## src/rtl/tmds_video_framer.sv

```systemverilog
// N-channel TMDS 8b/10b encoder and video-period framer with a 10-stage lookahead delay line.
// Define HDMI_PREAMBLE_EN for HDMI preamble/guard insertion and ctl-driven control codes; undefined gives pure DVI.
module tmds_video_framer #(
  parameter int CHANNELS  = 3,
  parameter int LOOKAHEAD = 10
) (
  input  logic                   pxclk,
  input  logic                   rst,
  input  logic [8*CHANNELS-1:0]  pixel,
  input  logic                   hsync,
  input  logic                   vsync,
  input  logic [3:0]             ctl,
  input  logic                   visible,
  output logic [10*CHANNELS-1:0] data,
  output logic                   out_de,
  output logic                   frame_err
);

  // state    | meaning
  // CTRL     | blanking, control codes on every channel
  // PREAMBLE | 8 cycles of HDMI video preamble
  // GUARD    | 2 cycles of video guard band
  // VIDEO    | 8b/10b encoded pixels
  typedef enum logic [1:0] {ST_CTRL, ST_PREAMBLE, ST_GUARD, ST_VIDEO} state_t;

  localparam logic [9:0] CODE_00 = 10'b1101010100;
  localparam logic [9:0] CODE_01 = 10'b0010101011;
  localparam logic [9:0] CODE_10 = 10'b0101010100;
  localparam logic [9:0] CODE_11 = 10'b1010101011;
  localparam logic [9:0] GB_0    = 10'b1011001100;
  localparam logic [9:0] GB_1    = 10'b0100110011;

  if (LOOKAHEAD != 10) begin : g_bad_lookahead
    $error("tmds_video_framer: LOOKAHEAD must be 10");
  end
  if (CHANNELS < 1 || CHANNELS > 3) begin : g_bad_channels
    $error("tmds_video_framer: CHANNELS must be 1..3");
  end

  function automatic logic [9:0] ctrl_code(input logic [1:0] c);
    case (c)
      2'b00:   return CODE_00;
      2'b01:   return CODE_01;
      2'b10:   return CODE_10;
      default: return CODE_11;
    endcase
  endfunction

  // Returns {word[9:0], next running disparity[4:0]}.
  function automatic logic [14:0] tmds_enc(input logic [7:0] d, input logic signed [4:0] cnt);
    logic [8:0] qm;
    logic [9:0] w;
    int n1d, n1q, c, nc;
    n1d = 0;
    for (int i = 0; i < 8; i++) n1d += int'(d[i]);
    qm[0] = d[0];
    qm[8] = !(n1d > 4 || (n1d == 4 && !d[0]));
    for (int i = 1; i < 8; i++) qm[i] = qm[8] ? (qm[i-1] ^ d[i]) : ~(qm[i-1] ^ d[i]);
    n1q = 0;
    for (int i = 0; i < 8; i++) n1q += int'(qm[i]);
    c = int'(cnt);
    if (c == 0 || n1q == 4) begin
      w  = {~qm[8], qm[8], qm[8] ? qm[7:0] : ~qm[7:0]};
      nc = qm[8] ? c + 2*n1q - 8 : c + 8 - 2*n1q;
    end else if ((c > 0 && n1q > 4) || (c < 0 && n1q < 4)) begin
      w  = {1'b1, qm[8], ~qm[7:0]};
      nc = c + (qm[8] ? 2 : 0) + 8 - 2*n1q;
    end else begin
      w  = {1'b0, qm[8], qm[7:0]};
      nc = c - (qm[8] ? 0 : 2) + 2*n1q - 8;
    end
    return {w, nc[4:0]};
  endfunction

  logic [8*CHANNELS-1:0]  pix_q [LOOKAHEAD];
  logic [8*CHANNELS-1:0]  pix_d [LOOKAHEAD];
  logic [LOOKAHEAD-1:0]   vis_q, vis_d, hs_q, hs_d, vs_q, vs_d;
  logic signed [4:0]      disp_q [CHANNELS];
  logic signed [4:0]      disp_d [CHANNELS];
  logic [10*CHANNELS-1:0] data_q, data_d;
  logic                   out_de_q, out_de_d;
  logic                   frame_err_q, frame_err_d;
  state_t                 state_d;
  logic                   v_d;
  logic [9:0]             sync_code, blank_code1, blank_code2;

  assign v_d = vis_q[LOOKAHEAD-1];

  always_comb begin : delay_line
    pix_d[0] = pixel;
    for (int i = 1; i < LOOKAHEAD; i++) pix_d[i] = pix_q[i-1];
    vis_d = {vis_q[LOOKAHEAD-2:0], visible};
    hs_d  = {hs_q[LOOKAHEAD-2:0], hsync};
    vs_d  = {vs_q[LOOKAHEAD-2:0], vsync};
  end

`ifdef HDMI_PREAMBLE_EN
  logic [3:0] ctl_q [LOOKAHEAD];
  logic [3:0] ctl_d [LOOKAHEAD];
  state_t     state_q;
  logic [2:0] pre_cnt_q, pre_cnt_d;
  logic [3:0] gap_q, gap_d;
  logic       rise;

  always_comb begin : fsm_next
    ctl_d[0] = ctl;
    for (int i = 1; i < LOOKAHEAD; i++) ctl_d[i] = ctl_q[i-1];
    rise        = visible & ~vis_q[0];
    // gap_q reaches 0 only once 10 blank samples have entered since the last active one
    gap_d       = visible ? 4'd10 : ((gap_q == 4'd0) ? 4'd0 : gap_q - 4'd1);
    state_d     = state_q;
    pre_cnt_d   = pre_cnt_q;
    frame_err_d = frame_err_q;
    case (state_q)
      ST_PREAMBLE: begin
        if (pre_cnt_q == 3'd0) begin
          state_d   = ST_GUARD;
          pre_cnt_d = 3'd1;
        end else begin
          pre_cnt_d = pre_cnt_q - 3'd1;
        end
      end
      ST_GUARD: begin
        if (pre_cnt_q == 3'd0) state_d = ST_VIDEO;
        else                   pre_cnt_d = pre_cnt_q - 3'd1;
      end
      ST_VIDEO: if (!v_d) state_d = ST_CTRL;
      default: ;
    endcase
    if (rise) begin
      if (state_d == ST_CTRL && gap_q == 4'd0 && !v_d) begin
        state_d   = ST_PREAMBLE;
        pre_cnt_d = 3'd7;
      end else begin
        frame_err_d = 1'b1;
      end
    end
    if (v_d) state_d = ST_VIDEO;
    blank_code1 = ctrl_code(ctl_q[LOOKAHEAD-1][1:0]);
    blank_code2 = ctrl_code(ctl_q[LOOKAHEAD-1][3:2]);
  end
`else
  logic unused_ctl;
  assign unused_ctl = ^ctl;

  always_comb begin : fsm_next
    state_d     = v_d ? ST_VIDEO : ST_CTRL;
    frame_err_d = 1'b0;
    blank_code1 = CODE_00;
    blank_code2 = CODE_00;
  end
`endif

  always_comb begin : encode
    logic [14:0] enc;
    logic [9:0]  word;
    sync_code = ctrl_code({vs_q[LOOKAHEAD-1], hs_q[LOOKAHEAD-1]});
    out_de_d  = v_d;
    data_d    = '0;
    for (int c = 0; c < CHANNELS; c++) begin
      enc       = tmds_enc(pix_q[LOOKAHEAD-1][8*c +: 8], disp_q[c]);
      disp_d[c] = '0;
      word      = CODE_00;
      case (state_d)
        ST_VIDEO: begin
          word      = enc[14:5];
          disp_d[c] = enc[4:0];
        end
        ST_PREAMBLE: word = (c == 0) ? sync_code : ((c == 1) ? CODE_01 : CODE_00);
        ST_GUARD:    word = (c == 1) ? GB_1 : GB_0;
        default:     word = (c == 0) ? sync_code : ((c == 1) ? blank_code1 : blank_code2);
      endcase
      data_d[10*c +: 10] = word;
    end
  end

  always_ff @(posedge pxclk or negedge rst) begin
    if (!rst) begin
      for (int i = 0; i < LOOKAHEAD; i++) pix_q[i] <= '0;
      vis_q <= '0;
      hs_q  <= '0;
      vs_q  <= '0;
      for (int c = 0; c < CHANNELS; c++) disp_q[c] <= '0;
      data_q      <= {CHANNELS{CODE_00}};
      out_de_q    <= 1'b0;
      frame_err_q <= 1'b0;
`ifdef HDMI_PREAMBLE_EN
      for (int i = 0; i < LOOKAHEAD; i++) ctl_q[i] <= '0;
      state_q   <= ST_CTRL;
      pre_cnt_q <= '0;
      gap_q     <= '0;
`endif
    end else begin
      for (int i = 0; i < LOOKAHEAD; i++) pix_q[i] <= pix_d[i];
      vis_q <= vis_d;
      hs_q  <= hs_d;
      vs_q  <= vs_d;
      for (int c = 0; c < CHANNELS; c++) disp_q[c] <= disp_d[c];
      data_q      <= data_d;
      out_de_q    <= out_de_d;
      frame_err_q <= frame_err_d;
`ifdef HDMI_PREAMBLE_EN
      for (int i = 0; i < LOOKAHEAD; i++) ctl_q[i] <= ctl_d[i];
      state_q   <= state_d;
      pre_cnt_q <= pre_cnt_d;
      gap_q     <= gap_d;
`endif
    end
  end

  assign data      = data_q;
  assign out_de    = out_de_q;
  assign frame_err = frame_err_q;

endmodule

```

## config.mk

```make
export PLATFORM = sky130hd
export DESIGN_NAME = tmds_video_framer
export DESIGN_NICKNAME = d
export VERILOG_FILES = /design/src/rtl/tmds_video_framer.sv
export SDC_FILE = /design/constraint.sdc
export NUM_CORES = 1
export LEC_CHECK = 0
export BUFFER_PORTS_ARGS = -buffer_cell sky130_fd_sc_hd__buf_2
export CORE_MARGIN = 1.5
export CORE_UTILIZATION = 55
export DETAILED_ROUTE_END_ITERATION = 8
export GPL_TIMING_DRIVEN = 0
export HOLD_SLACK_MARGIN = 0.06
export PLACE_DENSITY_LB_ADDON = 0.15
export RECOVER_POWER = 100
export SLEW_MARGIN = 5
export SYNTH_ARGS = -nofsm -noshare
export SYNTH_HDL_FRONTEND = slang
export SYNTH_SLANG_ARGS = --single-unit
```

## constraint.sdc

```tcl
create_clock -name pxclk -period 19.74 [get_ports pxclk]
set_clock_uncertainty 0.15 [all_clocks]
set_input_delay 0.987 -clock pxclk [delete_from_list [all_inputs] [get_ports pxclk]]
set_output_delay 0.987 -clock pxclk [all_outputs]
set_load 0.03 [all_outputs]
```

Word level (Yosys, flattened, before mapping)
Index checks and enable logic that the tools add are counted.
{ "word_totals": {"regBits": 316, "output_inout_bits": 32, "in_bits": 33, "word_cells": 242} }
{ "op_classes": {"add_sub_neg": 72, "order_cmp": 15, "bitwise_logic": 45, "n_eq_ne": 11, "muxes": 53, "reduce_logical": 28} }
{ "ops": {"columns": ["cell", "n"], "rows": [
  ["$logic_not A32 Y1", 3],
  ["$mux W10", 6],
  ["$mux W5", 12],
  ["$pmux W10 S3", 2],
  ["$add A7 B1 Y8", 6],
  ["$eq A8 B3 Y1 const B", 6],
  ["$gt A8 B3 Y1 const B", 6],
  ["$add A6 B1 Y7", 6],
  ["$pmux W10 S2", 2],
  ["$add A5 B1 Y6", 6],
  ["$add A4 B1 Y5", 6],
  ["$add A5 B5 Y5", 6],
  ["$add A5 B5 Y5 const B", 6],
  ["$sub A5 B5 Y5", 6],
  ["$sub A5 B5 Y5 const B", 6],
  ["$add A3 B1 Y4", 6],
  ["$lt A8 B3 Y1 const B", 3],
  ["$mux W8", 3],
  ["$not A8 Y8", 3],
  ["$mux W1", 21],
  ["$not A1 Y1", 21],
  ["$xor A1 B1 Y1", 21],
  ["$add A2 B1 Y3", 6],
  ["$add A5 B3 Y5", 3],
  ["other kinds (11)", 52]
]} }

Logic depth before layout (Yosys ltp)
{ "depth": {"ltp_word": 36, "depth_mapped": 29, "ltp_nobuf": 29} }

Least setup slack after synthesis
No wires, ideal clock.
{ "synth_path": {"path_type": "flip-flop to flip-flop", "startpoint": "register pix_q[16] (netlist bit)", "endpoint": "register disp_q[3] (netlist bit)", "path_stages_with_launch": 28, "path_slack_ns": 11.402, "arrival_ns": 8.062, "path_cell_list": "dfrtp_1 -> inv_1 -> fa_1 -> fa_1 -> fa_1 -> inv_1 -> ha_1 -> fa_1 -> nor3b_1 -> o21ai_0 -> a22oi_2 -> clkinv_1 -> xnor2_1 -> fa_1 -> fa_1 -> inv_1 -> fa_1 -> ha_1 -> fa_1 -> xor2_1 -> ha_1 -> inv_1 -> ha_1 -> xor2_1 -> a311oi_1 -> a31oi_1 -> or3_1 -> o311a_1"} }
{ "synth_rtl": {"columns": ["item", "line_no", "rtl"], "rows": [
  ["start, declared", "75", "logic [8*CHANNELS-1:0] pix_q [LOOKAHEAD];"],
  ["end, declared", "78", "logic signed [4:0] disp_q [CHANNELS];"]
]} }

==> summary.txt <==
Outcome
  – Outcome: finished with violations
  – Failing checks: capacitance limit, slew limit

CTS
  – Post-CTS setup buffer count: 0
  – CTS H-tree depth: 1
  – Clock-pin slew on the worst setup and hold paths: about 70 ps
  – Root Buffer: clkbuf_16
  – Clock Latency Late Sink: around 570 ps
  – Clock tree sinks: roughly 310
  – Post-CTS Hold Buffers: 0
  – CTS tree: done
  – TritonCTS buffer count: 30
  – Post-CTS Resized: 0
  – CTS Buffer Depth: 3

Min path
  – Hold endpoint: vis_q[5]
  – HP Class: reg2reg
  – HP Start: vis_q[4]
  – Hold path depth: 0

Synth
  – EDFF count, synth: 0
  – Asr flop ratio synth: 1.000
  – Cells after Synth: slightly below 900
  – Avg Synthesized Cell Area: about 14 µm²
  – Ys Warns: 0
  – Most used DFF post-synth: dfrtp_1
  – Synthesized Nets: slightly above 1,000
  – Yosys cell types: 68
  – Syn Std Cell Area: around 12,000 µm²
  – Number of synthesized register bits: 313
  – Sequential-to-total area share from yosys stat: 0.6384

Worst setup path
  – CP arrival: ~10,000 ps
  – Worst Setup Start Kind: flop
  – Critical path fanouts, max: 8
  – R2R Setup Slk: between 9000 and 10,000 ps
  – Crit Path Category: reg2reg
  – R2r endpoint: disp_q[9]
  – Reg2reg path depth: 27
  – CP required: 20,030 ps
  – Worst flop-to-flop path startpoint: pix_q[8]
  – Crit path launch: pix_q[8]
  – CP endpoint kind: flop

Route
  – Final wirelength: roughly 19 mm
  – Via count: ~6,400
  – WL/cell: approximately 15 µm
  – DRT iter0 DRCs: a little under 400
  – DRT Pass-1 Iters: 4
  – Final ANT Viol Nets: 0
  – Drt drc: 0
  – Via density: approximately 5

Floorplanning
  – IO Count: 65
  – Rows: 54
  – Die Area: approximately 23,000 µm²
  – Initial core utilization: 0.5618
  – Total core area: approximately 22,000 µm²
  – Die Y: 152.5 µm
  – Die X-Extent: around 150 µm

Global routing
  – First-pass GRT wire length: 33.07 mm
  – GRT overflow: 0
  – Largest net degree at the start of global routing: between 100 and 150
  – Gr usage total: 0.1760
  – Vias in the first global route: between 6,000 and 7,000
  – Initial antenna violation count: 0

Cells and area
  – # nets final: around 1,100
  – Fill cells: between 1,500 and 2,000
  – Area Overhead vs Synth: 12.80%
  – Layout cells sized above 1: 0.1075
  – Final Util: 0.6337
  – N_diodes: 0
  – Post-route cell area: ~14,000 µm²

Timing
  – Setup_tns: 0 ps
  – Min Tclk post-route: between 9000 and 10,000 ps
  – Final Hold Fails: 0
  – Slew HR: -2.865
  – Final slew viol count: 318
  – RSZ-0062 raised after global routing: no
  – Worst Tran Pin Value: between 5000 and 6000 ps
  – Setup violations, final: 0
  – Achievable Freq: 101.5 MHz
  – Final period util: 0.4993

Placed design
  – Port Buffer Count: 59
  – Post-detail-place hpwl: 12.81 mm
  – Dpl cell area: between 10,000 and 15,000 µm²
  – RePlAce Congestion: 0.8571

Job
  – Maxcap violations: 3
-- state kept, by name (all words and copies together) (netlist names) --
name and cells:
vis_q 10, vs_q 10, pix_q 24, hs_q 10, data 30, pix_d 216, disp_q 12, out_de 1
-- worst max-delay path, stage by stage (launching register included) --
cell and delay [ps]:
dfrtp_1 420, inv_1 120, fa_1 580, fa_1 430, fa_1 490, inv_1 50
ha_1 200, fa_1 430, nor3b_1 680, o21ai_0 230, a21oi_1 670, inv_1 440
xnor2_1 310, fa_1 470, fa_1 540, inv_1 50, fa_1 450, ha_1 220
fa_1 420, xor2_1 480, ha_1 330, inv_1 100, ha_1 300, o21a_1 140
or3_1 310, a311oi_1 290, a31oi_1 110, mux2_2 320
-- stage by stage --
step | cells | worst slack (ps) | hold slack (ps)
final | 1257 | 9883 | 167.7
after global routing | 1257 | 8478 | 165.5
after CTS | 1257 | 10430 | 160.4
after detailed placement | 1206 | 10450 | 184.7
after global placement | 1204 | 10480 | 181.0
after floorplan | 865 | 11400 | 181.2
-- per-layer routing --
metal / track usage / vias up / wire length, µm
li1: - / 3015 / -
met1: 0.2434 / 3165 / 8365
met2: 0.2917 / 157 / 9365
met3: 0.03043 / 40 / 1035
met4: 0.04853 / 0 / 406
met5: 0 / - / 0
-- kinds of logic (layout without fill, tap and decap cells) --
group / Yosys count / in the layout / share of synthesized area
adders and majority gates: 112 / 112 / 0.1432
buffers and inverters: 128 / 240 / 0.03967
other: 1 / 1 / 0.0003049
AOI/OAI and AO/OA: 128 / 128 / 0.07193
muxes: 5 / 5 / 0.004273
and+or+nand+nor: 104 / 104 / 0.04395
xor gates and xnor gates: 74 / 74 / 0.05829
DFF: 313 / 313 / 0.6384
-- how the worst max path moves through the flow --
stage           endpoint  slack, ps  depth (start not counted)
6_report       disp_q[9]       9880                         27
5_1_grt        disp_q[1]       8480                          2
4_1_cts        disp_q[4]      10430                         27
3_5_place_dp   disp_q[4]      10450                         27
3_3_place_gp   disp_q[4]      10480                         27
2_1_floorplan  disp_q[3]      11400                         27
-- synthesized netlist by cell type (3+ instances only) --
library cell	count	area [µm²]
dfrtp_1	298	7457
inv_1	111	416.7
ha_1	64	800.8
xnor2_1	51	446.7
fa_1	48	960.9
a21oi_1	33	165.2
nand2_1	27	101.4
o21ai_0	19	95.09
nor2_1	18	67.56
xor2_1	18	157.7
dfstp_2	15	394.1
nor3_1	11	55.05
a21o_1	10	75.07
clkbuf_1	10	37.54
nand3_1	9	45.04
a31oi_1	8	50.05
nor2b_1	6	37.54
or3_1	6	37.54
or4_1	6	45.04
a311oi_1	5	43.79
nand2b_1	5	31.28
o31ai_1	5	37.54
a211oi_1	4	30.03
nor3b_1	4	30.03
o21a_1	4	30.03
o22ai_1	4	25.02
buf_2	3	15.01
mux2i_1	3	30.03
o211ai_1	3	22.52
o311a_1	3	30.03
o311ai_0	3	26.28
or2_2	3	18.77
-- final cells by class --
class                   count  area, µm²  share of cell area
plain buffers              14      58.81            0.004239
clock buffers              40      848.3             0.06115
clock inverters            11      142.6             0.01028
inverters                 114      427.9             0.03084
multi-input cells         424       3931              0.2834
flip-flops and latches    313       7851              0.5659
well taps                 280      350.3             0.02525
repair buffers             61      262.8             0.01894
-- cell usage in the layout, fill, tap and decap left out, types with 6 or more instances in the layout --
master,instances
buf_2,29
fa_1,48
nor3_1,11
or3_1,6
o21ai_0,20
nand3_1,9
nor2b_1,6
or4_1,6
nor2_1,18
a31oi_1,8
inv_1,112
clkbuf_1,49
a21o_1,10
nand2_1,27
a21oi_1,34
dfstp_2,15
ha_1,64
xnor2_1,51
clkbuf_16,30
clkbuf_8,6
xor2_1,18
dfrtp_1,298
Power is left out: the tool's default activity adds up to more than one toggle a clock period on the data nets, which glitch-free logic cannot reach.
